===== config.mk =====
export PLATFORM = sky130hd
export DESIGN_NAME = multiplicador_secuencial_flat
export DESIGN_NICKNAME = d
export VERILOG_FILES = /design/src/rtl/multiplicador_pkg.sv /design/src/rtl/multiplicador_secuencial_if.sv /design/src/rtl/multiplicador_paso.sv /design/src/rtl/multiplicador_secuencial.sv /design/src/flat_wrapper.sv
export SDC_FILE = /design/constraint.sdc
export NUM_CORES = 1
export LEC_CHECK = 0
export CORE_MARGIN = 8
export CORE_UTILIZATION = 63
export DETAILED_ROUTE_END_ITERATION = 10
export GPL_TIMING_DRIVEN = 0
export PLACE_DENSITY = 0.95
export SLEW_MARGIN = 10
export SYNTH_ARGS = -nofsm -noshare
export SYNTH_HDL_FRONTEND = slang
export SYNTH_HIERARCHICAL = 1
export SYNTH_SLANG_ARGS = --single-unit

===== constraint.sdc =====
create_clock -name clk -period 7.3 [get_ports clk]
set_clock_uncertainty 0.1 [all_clocks]
set_input_delay 1.46 -clock clk [delete_from_list [all_inputs] [get_ports clk]]
set_output_delay 1.46 -clock clk [all_outputs]
set_load 0.02 [all_outputs]

===== src/rtl/multiplicador_pkg.sv =====
// Shared definitions for the sequential shift-add multiplier.
//   mult_state_t : controller states IDLE / BUSY / DONE
//   MAX_WIDTH    : widest operand any instance may use
//   abs_mag()    : two's-complement magnitude at MAX_WIDTH bits; callers
//                  sign-extend on the way in and truncate on the way out.
package multiplicador_pkg;

  localparam int MAX_WIDTH = 32;

  typedef enum logic [1:0] {
    IDLE = 2'd0,
    BUSY = 2'd1,
    DONE = 2'd2
  } mult_state_t;

  // The most negative value maps onto its own bit pattern, which read as
  // unsigned is exactly its magnitude, so no extra bit is needed.
  function automatic logic [MAX_WIDTH-1:0] abs_mag(input logic signed [MAX_WIDTH-1:0] value);
    return value[MAX_WIDTH-1] ? (~value) + MAX_WIDTH'(1) : value;
  endfunction

endpackage


===== src/rtl/multiplicador_secuencial_if.sv =====
// Operand/product handshake bundle for multiplicador_secuencial.
//   in_valid/in_ready   : operand handshake (signed_mode, input_a, input_b)
//   out_valid/out_ready : product handshake (output_s, 2*WIDTH bits)
//   master : the issuing side; slave : the multiplier.
interface multiplicador_secuencial_if #(
  parameter int WIDTH = 8
) ();

  logic               in_valid;
  logic               in_ready;
  logic               signed_mode;
  logic [WIDTH-1:0]   input_a;
  logic [WIDTH-1:0]   input_b;
  logic               out_valid;
  logic               out_ready;
  logic [2*WIDTH-1:0] output_s;

  modport master (
    output in_valid, signed_mode, input_a, input_b, out_ready,
    input  in_ready, out_valid, output_s
  );

  modport slave (
    input  in_valid, signed_mode, input_a, input_b, out_ready,
    output in_ready, out_valid, output_s
  );

endinterface


===== src/rtl/multiplicador_paso.sv =====
// One combinational shift-add step.
//   acc          : running 2*WIDTH-bit partial sum
//   multiplicand : unsigned multiplicand magnitude
//   slice        : next BITS_PER_CYCLE multiplier bits
//   shift        : weight of slice bit 0 within the multiplier
//   next_acc     : acc + (multiplicand * slice) << shift
module multiplicador_paso #(
  parameter int WIDTH          = 8,
  parameter int BITS_PER_CYCLE = 1,
  parameter int SHIFT_W        = 3
) (
  input  logic [2*WIDTH-1:0]        acc,
  input  logic [WIDTH-1:0]          multiplicand,
  input  logic [BITS_PER_CYCLE-1:0] slice,
  input  logic [SHIFT_W-1:0]        shift,
  output logic [2*WIDTH-1:0]        next_acc
);

  logic [2*WIDTH-1:0] partial;

  // Magnitude products never exceed 2*WIDTH bits, so the sum cannot carry out.
  always_comb begin
    partial  = (2*WIDTH)'(multiplicand) * (2*WIDTH)'(slice);
    next_acc = acc + (partial << shift);
  end

endmodule


===== src/rtl/multiplicador_secuencial.sv =====
// Iterative shift-add multiplier, unsigned or two's-complement per operation.
//   clk, rst_n : rising-edge clock, asynchronous active-low reset
//   bus        : slave side of multiplicador_secuencial_if (operands in,
//                product out, valid/ready on both)
// Signed operands are reduced to magnitudes at capture; the sign is applied
// once, on the final BUSY edge, before the product is registered.
module multiplicador_secuencial
  import multiplicador_pkg::*;
#(
  parameter int WIDTH          = 8,
  parameter int BITS_PER_CYCLE = 1
) (
  input  logic                        clk,
  input  logic                        rst_n,
  multiplicador_secuencial_if.slave   bus
);

  localparam int STEPS = WIDTH / BITS_PER_CYCLE;
  localparam int CNT_W = $clog2(STEPS + 1);
  localparam int SH_W  = $clog2(WIDTH);

  if (WIDTH < 2 || WIDTH > MAX_WIDTH) begin : g_bad_width
    $error("multiplicador_secuencial: WIDTH must be in 2..32");
  end
  if (BITS_PER_CYCLE < 1 || (WIDTH % BITS_PER_CYCLE) != 0) begin : g_bad_bpc
    $error("multiplicador_secuencial: BITS_PER_CYCLE must divide WIDTH");
  end

  mult_state_t        state_q, state_d;
  logic [CNT_W-1:0]   count_q, count_d;
  logic [SH_W-1:0]    shift_q, shift_d;
  logic [WIDTH-1:0]   mcand_q, mcand_d;
  logic [WIDTH-1:0]   mplier_q, mplier_d;
  logic [2*WIDTH-1:0] acc_q, acc_d;
  logic [2*WIDTH-1:0] product_q, product_d;
  logic               neg_q, neg_d;
  logic               in_ready_q, in_ready_d;
  logic [2*WIDTH-1:0] step_acc;

  multiplicador_paso #(
    .WIDTH          (WIDTH),
    .BITS_PER_CYCLE (BITS_PER_CYCLE),
    .SHIFT_W        (SH_W)
  ) u_paso (
    .acc          (acc_q),
    .multiplicand (mcand_q),
    .slice        (mplier_q[BITS_PER_CYCLE-1:0]),
    .shift        (shift_q),
    .next_acc     (step_acc)
  );

  always_comb begin
    // NOTE: every signal written here gets a default first, so no path leaves
    // it unassigned and no latch is inferred.
    state_d   = state_q;
    count_d   = count_q;
    shift_d   = shift_q;
    mcand_d   = mcand_q;
    mplier_d  = mplier_q;
    acc_d     = acc_q;
    product_d = product_q;
    neg_d     = neg_q;

    unique case (state_q)
      IDLE: begin
        if (bus.in_valid && in_ready_q) begin
          if (bus.signed_mode) begin
            mcand_d  = WIDTH'(abs_mag(MAX_WIDTH'($signed(bus.input_a))));
            mplier_d = WIDTH'(abs_mag(MAX_WIDTH'($signed(bus.input_b))));
            neg_d    = bus.input_a[WIDTH-1] ^ bus.input_b[WIDTH-1];
          end else begin
            mcand_d  = bus.input_a;
            mplier_d = bus.input_b;
            neg_d    = 1'b0;
          end
          acc_d   = '0;
          shift_d = '0;
          count_d = CNT_W'(STEPS);
          state_d = BUSY;
        end
      end
      BUSY: begin
        // STEPS accumulate edges, then one edge to apply the sign: keeps the
        // adder and the negation off the same path.
        if (count_q != '0) begin
          acc_d    = step_acc;
          mplier_d = mplier_q >> BITS_PER_CYCLE;
          shift_d  = shift_q + SH_W'(BITS_PER_CYCLE);
          count_d  = count_q - CNT_W'(1);
        end else begin
          product_d = neg_q ? (~acc_q) + (2*WIDTH)'(1) : acc_q;
          state_d   = DONE;
        end
      end
      DONE: begin
        if (bus.out_ready) state_d = IDLE;
      end
      default: state_d = IDLE;
    endcase

    // Registered so it stays low until the first edge after reset release.
    in_ready_d = (state_d == IDLE);
  end

  // NOTE: every register here, datapath included, is cleared by reset, so an
  // aborted operation leaves nothing behind and output_s reads 0 immediately.
  always_ff @(posedge clk or negedge rst_n) begin
    if (!rst_n) begin
      state_q    <= IDLE;
      count_q    <= '0;
      shift_q    <= '0;
      mcand_q    <= '0;
      mplier_q   <= '0;
      acc_q      <= '0;
      product_q  <= '0;
      neg_q      <= 1'b0;
      in_ready_q <= 1'b0;
    end else begin
      // NOTE: non-blocking assignments: every register samples pre-edge values.
      state_q    <= state_d;
      count_q    <= count_d;
      shift_q    <= shift_d;
      mcand_q    <= mcand_d;
      mplier_q   <= mplier_d;
      acc_q      <= acc_d;
      product_q  <= product_d;
      neg_q      <= neg_d;
      in_ready_q <= in_ready_d;
    end
  end

  assign bus.in_ready  = in_ready_q;
  assign bus.out_valid = (state_q == DONE);
  assign bus.output_s  = product_q;

endmodule


===== src/flat_wrapper.sv =====
// flat-port wrapper written by rule: the top's interface ports become plain ports
module multiplicador_secuencial_flat import multiplicador_pkg::*;
#(
  parameter int WIDTH          = 8,
  parameter int BITS_PER_CYCLE = 1
)
  (clk, rst_n, bus_in_valid, bus_signed_mode, bus_input_a, bus_input_b, bus_out_ready, bus_in_ready, bus_out_valid, bus_output_s);
  multiplicador_secuencial_if #(.WIDTH(WIDTH)) bus_i ();
  input  logic clk;
  input  logic rst_n;
  input wire logic [$bits(bus_i.in_valid)-1:0] bus_in_valid;
  input wire logic [$bits(bus_i.signed_mode)-1:0] bus_signed_mode;
  input wire logic [$bits(bus_i.input_a)-1:0] bus_input_a;
  input wire logic [$bits(bus_i.input_b)-1:0] bus_input_b;
  input wire logic [$bits(bus_i.out_ready)-1:0] bus_out_ready;
  output wire logic [$bits(bus_i.in_ready)-1:0] bus_in_ready;
  output wire logic [$bits(bus_i.out_valid)-1:0] bus_out_valid;
  output wire logic [$bits(bus_i.output_s)-1:0] bus_output_s;
  assign bus_i.in_valid = bus_in_valid;
  assign bus_i.signed_mode = bus_signed_mode;
  assign bus_i.input_a = bus_input_a;
  assign bus_i.input_b = bus_input_b;
  assign bus_i.out_ready = bus_out_ready;
  assign bus_in_ready = bus_i.in_ready;
  assign bus_out_valid = bus_i.out_valid;
  assign bus_output_s = bus_i.output_s;
  multiplicador_secuencial #(.WIDTH(WIDTH), .BITS_PER_CYCLE(BITS_PER_CYCLE)) u_core (.clk(clk), .rst_n(rst_n), .bus(bus_i));
endmodule

# ---- After elaboration in Yosys (flattened, before gate mapping)
# Cells that the tools add are included.
# Widths: inputs -> output; s select.
dict set report word_totals {
  regBits 59
  inputBits 21
  output_inout_bits 18
}
dict set report op_classes {
  addsub 6
  n_mul 1
  n_eq_ne 4
  shifts 1
  muxes 22
  n_bitwise 5
  reduce_logical 8
}
# operator count
set op_table {}
lappend op_table {{$mux 16} 3}
lappend op_table {{$mux 8} 6}
lappend op_table {{$pmux 16 s2} 1}
lappend op_table {{$add 16x1->16 const B} 1}
lappend op_table {{$add 16x16->16} 1}
lappend op_table {{$add 8x2->8 const B} 2}
lappend op_table {{$not 16->16} 1}
lappend op_table {{$not 8->8} 2}
lappend op_table {{$pmux 8 s2} 1}
lappend op_table {{$shl 9x3->16} 1}
lappend op_table {{$mul 8x1->9} 1}
lappend op_table {{$mux 4} 2}
lappend op_table {{$pmux 4 s2} 1}
lappend op_table {{$mux 2} 3}
lappend op_table {{$mux 3} 2}
lappend op_table {{$pmux 2 s3} 1}
lappend op_table {{$pmux 3 s2} 1}
lappend op_table {{$logic_not 2->1} 2}
lappend op_table {{$ne 2x1->1 const B} 2}
lappend op_table {{$reduce_and 2->1} 2}
lappend op_table {{$reduce_bool 4->1} 1}
lappend op_table {{$sub 4x1->4 const B} 1}
lappend op_table {{$add 3x1->3 const B} 1}
lappend op_table {{$reduce_and 3->1} 1}
lappend op_table {{other kinds (7)} 7}

# ---- Depth between registers and ports, before layout
dict set report depth {
  word_depth 6
  ltp_mapped 14
}

# ---- Hierarchy
# The synthesis kept the hierarchy.
# mod n_inst cells_per_inst area_each_um2 seq_area_each_um2
set by_module_without_submodules {}
lappend by_module_without_submodules {multiplicador_secuencial 1 326 2954.1 1476.4}
lappend by_module_without_submodules {multiplicador_paso 1 162 1131.1 0.0}

# ---- Least setup slack after synthesis
# No wires, ideal clock.
dict set report synth_timing {
  kind {reg2reg}
  from {reg u_core.shift_q[1]}
  to {reg u_core.acc_q[12]}
  setup_ns 0.117
  t_arrival_ns 2.564
  path_slack_ns 4.519
  path_stages_with_launch 15
  synth_period_minus_slack_ns 2.781
  path_cell_list {dfrtp_1 -> clkbuf_1 -> clkbuf_1 -> nor2_1 -> nand2_1 -> nor2_1 -> ha_1 -> fa_1 -> a21oi_1 -> o211ai_1 -> a21oi_1 -> o21bai_1 -> xor2_1 -> nand2_1 -> nand2_1}
}
dict set report synth_via {
  elab_chain_cells 4
}
# item line
set synth_lines {}
lappend synth_lines {{from (decl)} multiplicador_secuencial.sv:31} ;# logic [SH_W-1:0] shift_q, shift_d;
lappend synth_lines {{from (signal assigned)} multiplicador_secuencial.sv:122} ;# shift_q <= shift_d;
lappend synth_lines {{$shl 9x3->16} multiplicador_paso.sv:24} ;# next_acc = acc + (partial << shift);
lappend synth_lines {{$add 16x16->16} multiplicador_paso.sv:24}
lappend synth_lines {{via u_core.step_acc[12]} multiplicador_secuencial.sv:38} ;# logic [2*WIDTH-1:0] step_acc;
lappend synth_lines {{$mux 16} multiplicador_secuencial.sv:85} ;# if (count_q != '0) begin
lappend synth_lines {{$pmux 16 s2} multiplicador_secuencial.sv:64} ;# unique case (state_q)
lappend synth_lines {{to (signal assigned)} multiplicador_secuencial.sv:114} ;# acc_q <= '0;
lappend synth_lines {{to (signal assigned)} multiplicador_secuencial.sv:125} ;# acc_q <= acc_d;
lappend synth_lines {{to (decl)} multiplicador_secuencial.sv:34} ;# logic [2*WIDTH-1:0] acc_q, acc_d;
# The timed path passes the listed nets, and every way through them passes these cells. The select of a mux whose other input is x is not followed.
# A chain may end at the register's enable or synchronous reset.

# ---- Worst setup path in the final report
# Ends and elaborated chain as after synthesis.

==> flow_summary_export.csv <==
group,metric,value,unit
outcome,status,"complete, no violations",
logic_synthesis,synth.cell_area,0.00409,mm2
logic_synthesis,synth_top_cell_by_area,"sky130_fd_sc_hd__dfrtp_1",
finish,n_antenna_cell,0,
power_and_ir_drop,netSwitchingPower,953,uW
critical_path,cp-start-kind,"register",
timing,hold_viol,0,
logic_synthesis,synth.top_cells.by_area,"sky130_fd_sc_hd__dfrtp_1 (36%), sky130_fd_sc_hd__nand2_1 (9.6%), sky130_fd_sc_hd__ha_1 (6.7%)",
global_route,grt_util_all_layers,24.4,%
die,chipWidth,96.5,um
power_and_ir_drop,pwr_cell_area,430,mW/mm2
finish,syn_to_final_growth,17.0,%
finish,fillerInstances,423,
logic_synthesis,synthesis.area_per_instance,8.37,um2
logic_synthesis,synth_top_flop_cell,"sky130_fd_sc_hd__dfrtp_1",
timing,grt_setup_unrepaired,"no",
finish,nNetsFinal,581,
detailed_routing,drt_drc_violations_left,0,
detailed_routing,dr.pass1.iters,5,
clocking,cts_setup_buffers,0,
clocking,cts.hold.buffers_added,0,
global_route,grt_max_degree,35,
logic_synthesis,synth_warnings,6,
critical_path,cpMostUsedCell,"sky130_fd_sc_hd__nand2_1",
timing,fmaxAchievable,290,MHz
die,core.rowCount,29,
critical_path,reg2reg_slack,3.85,ns
clocking,clock-root-buffer,"sky130_fd_sc_hd__clkbuf_8",
timing,final_min_period_over_clock_period,47.3,%
global_route,vias_in_the_first_global_route,3733,
finish,stdcell_area,0.00478,mm2
die,dieHeight,96.5,um
global_route,grt_antenna_before_repair,0,
place,dp.cells,603,
critical_path,critical_path.top_delay_family,"compound AO/OA/AOI/OAI gates",
detailed_routing,drt-vias-per-instance,6.17,
detailed_routing,postRouteAntennaNets,0,
die,ioPinCount,39,
place,placer_s_final_routability_congestion_estimate,0.986,
power_and_ir_drop,power.internal,1.10,mW
logic_synthesis,commonest_cells_in_the_synthesized_netlist,"sky130_fd_sc_hd__nand2_1 (104), sky130_fd_sc_hd__dfrtp_1 (59), sky130_fd_sc_hd__o21ai_0 (38)",
logic_synthesis,synth-edff-count,0,
clocking,clock-sinks,59,
critical_path,critical_path_class,"register to register",
logic_synthesis,synth.yosys.seq_area_share,36.1,%
power_and_ir_drop,p_seq_share,29.4,%
detailed_routing,postRouteWirelength,10.6,mm
detailed_routing,drt_iter0_markers,388,
logic_synthesis,post-synth-top-count-cell,"sky130_fd_sc_hd__nand2_1",
hold_path,start_point_of_the_worst_min_delay_path,"u_core/bus.output_s[12]$_DFFE_PN0P_",
hold_path,hold_end,"u_core/bus.output_s[12]$_DFFE_PN0P_",
detailed_routing,vias,3812,
global_route,grt_first_pass_wirelength,17.9,mm
timing,worst_slew_margin_rel,59.7,%
global_route,grt_remaining_overflow,0,
critical_path,reg2reg_from,"u_core/shift_q[1]$_DFFE_PN0P_",
clocking,worst_skew_pair.late_latency,0.33,ns
detailed_routing,route.detailed.wl_per_inst,17.2,um
logic_synthesis,syn-num-nets,532,
place,detailed_place_hpwl,7.43,mm
logic_synthesis,synthDominantCellAreaShare,36.1,%
power_and_ir_drop,switching_share,46.4,%
critical_path,critical_path_required,7.42,ns
critical_path,worstReg2RegEnd,"u_core/acc_q[12]$_DFFE_PN0P_",
power_and_ir_drop,worst_ir_drop_vdd,0.000268,V
clocking,cts_tree,"built",
logic_synthesis,synth_cell_types,56,
clocking,cts.clk_slew.worst_paths,0.07,ns
critical_path,worst-path-buf-inv,2,
timing,finalSetupViolations,0,
power_and_ir_drop,power.clock.fraction,15.6,%
die,start_util,64.7,%
critical_path,cpPeakStageDelay,0.46,ns
logic_synthesis,asyncSetResetFlopFracSynth,100,%
timing,setup_total_negative_slack,0,ns
logic_synthesis,synth_seq_cells,59,
critical_path,crit_slowest_cell,"sky130_fd_sc_hd__fa_1",
hold_path,hold_path.class,"register to register",
finish,fin_util,75.7,%
timing,max_slew.worst_pin.slew,0.605,ns
die,core_area,0.00631,mm2
hold_path,whs_path_depth,2,
finish,drive_gt1_share,8.69,%
place,placement.cell_area,0.00457,mm2
critical_path,crit_fanout,10,
critical_path,crit_path_cell_trace,"clkbuf_1, clkbuf_1, nor2_1, nand2_1, nor2_1, ha_1, fa_1, a21oi_1, o211ai_1, a21oi_1, o21bai_1, xor2_1, nand2_1, nand2_1",
die,design.die.area,0.00932,mm2
clocking,ctsLongestPathBuffers,2,
critical_path,cells_on_worst_reg2reg_path,14,
clocking,htree_num_levels,3,
critical_path,critical_path_arrival,3.57,ns
critical_path,setup.worst_path.end_class,"register",
job,maxCapViolations,0,
place,port-buffer-count,37,
logic_synthesis,netlist_instances,488,
finish,fin_cells,618,
timing,final-max-slew-violation-count,0,
power_and_ir_drop,leakage,2.23,nW
power_and_ir_drop,share_comb_of_total_power,55.0,%
clocking,cts_made_buffers,9,
clocking,number_of_gates_resized_after_cts,0,
timing,clock_period_minus_worst_slack,3.45,ns
==> cells by family after synthesis <==
family                   after synthesis  share of synthesized area (%)
multiplexers                          15                           3.83
XOR/XNOR                              39                           8.36
adder cells (fa/ha/maj)               23                           7.23
AO/OA/AOI/OAI                        111                           17.5
flip-flops                            59                           36.1
buffers and inverters                 38                           4.01
AND/OR/NAND/NOR                      203                           22.9
==> metal layers <==
layer | GRT usage, % | part of all wire, %
met1 | 29.3 | 41
met4 | 9.46 | 2.4
met3 | 4.87 | 7.2
met5 | 0 | 0
met2 | 41.9 | 50
==> sequential cells by signal, summed over array words and instances, names as in the netlist <==
signal	flops
u_core/acc_q	16
u_core/bus.in_ready	1
u_core/bus.output_s	16
u_core/count_q	4
u_core/mcand_q	8
u_core/mplier_q	8
u_core/neg_q	1
u_core/shift_q	3
u_core/state_q	2
==> cell usage in the layout, fill, tap and decap left out, drive strengths merged, types with 2 or more instances in the layout <==
master         synthesis  layout
nor2                  29      29
a21o                   7       7
and3                   2       2
clkbuf                13      27
nor2b                  2       2
nand2b                 6       6
o211ai                 3       3
buf                   11      13
or4                    2       2
a311oi                 2       2
nor3b                  4       4
nand3                 31      31
xnor2                 10      10
a31oi                  2       2
nand4                  2       2
and2                   4       4
xor2                  29      29
o22ai                  3       3
mux2                   5       5
nor3                   8       8
mux2i                 10      10
o21ai                 54      54
ha                    22      22
a211oi                 2       2
o31ai                 11      11
dfrtp                 59      59
clkdlybuf4s50          0      36
inv                   14      14
a21oi                 22      22
nand2                105     105
or3                    4       4
==> worst max path at each step <==
stage,slack [ns],start,endpoint,cells after the start
final,3.85,u_core/shift_q[1]$_DFFE_PN0P_,u_core/acc_q[12]$_DFFE_PN0P_,14
after global placement,3.00,rst_n,u_core/mcand_q[7]$_DFFE_PN0P_,1
after global routing,3.63,u_core/shift_q[1]$_DFFE_PN0P_,u_core/acc_q[14]$_DFFE_PN0P_,14
after detailed placement,4.03,bus_input_a[2],u_core/mcand_q[7]$_DFFE_PN0P_,6
after floorplan,4.52,u_core/shift_q[1]$_DFFE_PN0P_,u_core/acc_q[12]$_DFFE_PN0P_,14
after CTS,3.94,u_core/shift_q[1]$_DFFE_PN0P_,u_core/acc_q[12]$_DFFE_PN0P_,14
==> final cells by class <==
class	instances	area [um2]	share of cell area, %
Buffer	24	111	2.33
Clock buffer	14	183	3.82
Clock inverter	1	30.0	0.628
Inverter	14	52.6	1.10
Multi-Input combinational cell	391	2440	51.2
Sequential cell	59	1480	30.9
Tap cell	77	96.3	2.02
Timing Repair Buffer	38	385	8.06
==> worst reg2reg max path, stage by stage, from the launching register on <==
cell	delay (ns)
sky130_fd_sc_hd__dfrtp_1	0.39
sky130_fd_sc_hd__clkbuf_1	0.34
sky130_fd_sc_hd__clkbuf_1	0.36
sky130_fd_sc_hd__nor2_1	0.13
sky130_fd_sc_hd__nand2_1	0.12
sky130_fd_sc_hd__nor2_1	0.07
sky130_fd_sc_hd__ha_1	0.24
sky130_fd_sc_hd__fa_1	0.46
sky130_fd_sc_hd__a21oi_1	0.24
sky130_fd_sc_hd__o211ai_1	0.14
sky130_fd_sc_hd__a21oi_1	0.34
sky130_fd_sc_hd__o21bai_1	0.13
sky130_fd_sc_hd__xor2_1	0.17
sky130_fd_sc_hd__nand2_1	0.07
sky130_fd_sc_hd__nand2_1	0.04
==> through the flow <==
stage               setup WS, ns  total power [mW]  hold slack, ns
floorplan                   4.52              1.37           0.345
global placement            3.00              1.61           0.361
detailed placement          4.03              1.68           0.371
CTS                         3.94              2.03           0.385
global route                3.63              2.20           0.415
finish                      3.85              2.05           0.382
==> power by group through the flow <==
| stage | Sequential (mW) | Clock (mW) | Combinational [mW] |
|---|---|---|---|
| after floorplan | 0.612 | 0 | 0.756 |
| after global placement | 0.588 | 0 | 1.02 |
| after detailed placement | 0.602 | 0 | 1.08 |
| after CTS | 0.601 | 0.324 | 1.11 |
| after global routing | 0.620 | 0.341 | 1.24 |
| final | 0.604 | 0.321 | 1.13 |
No activity file was read; power rests on OpenSTA's default activity.
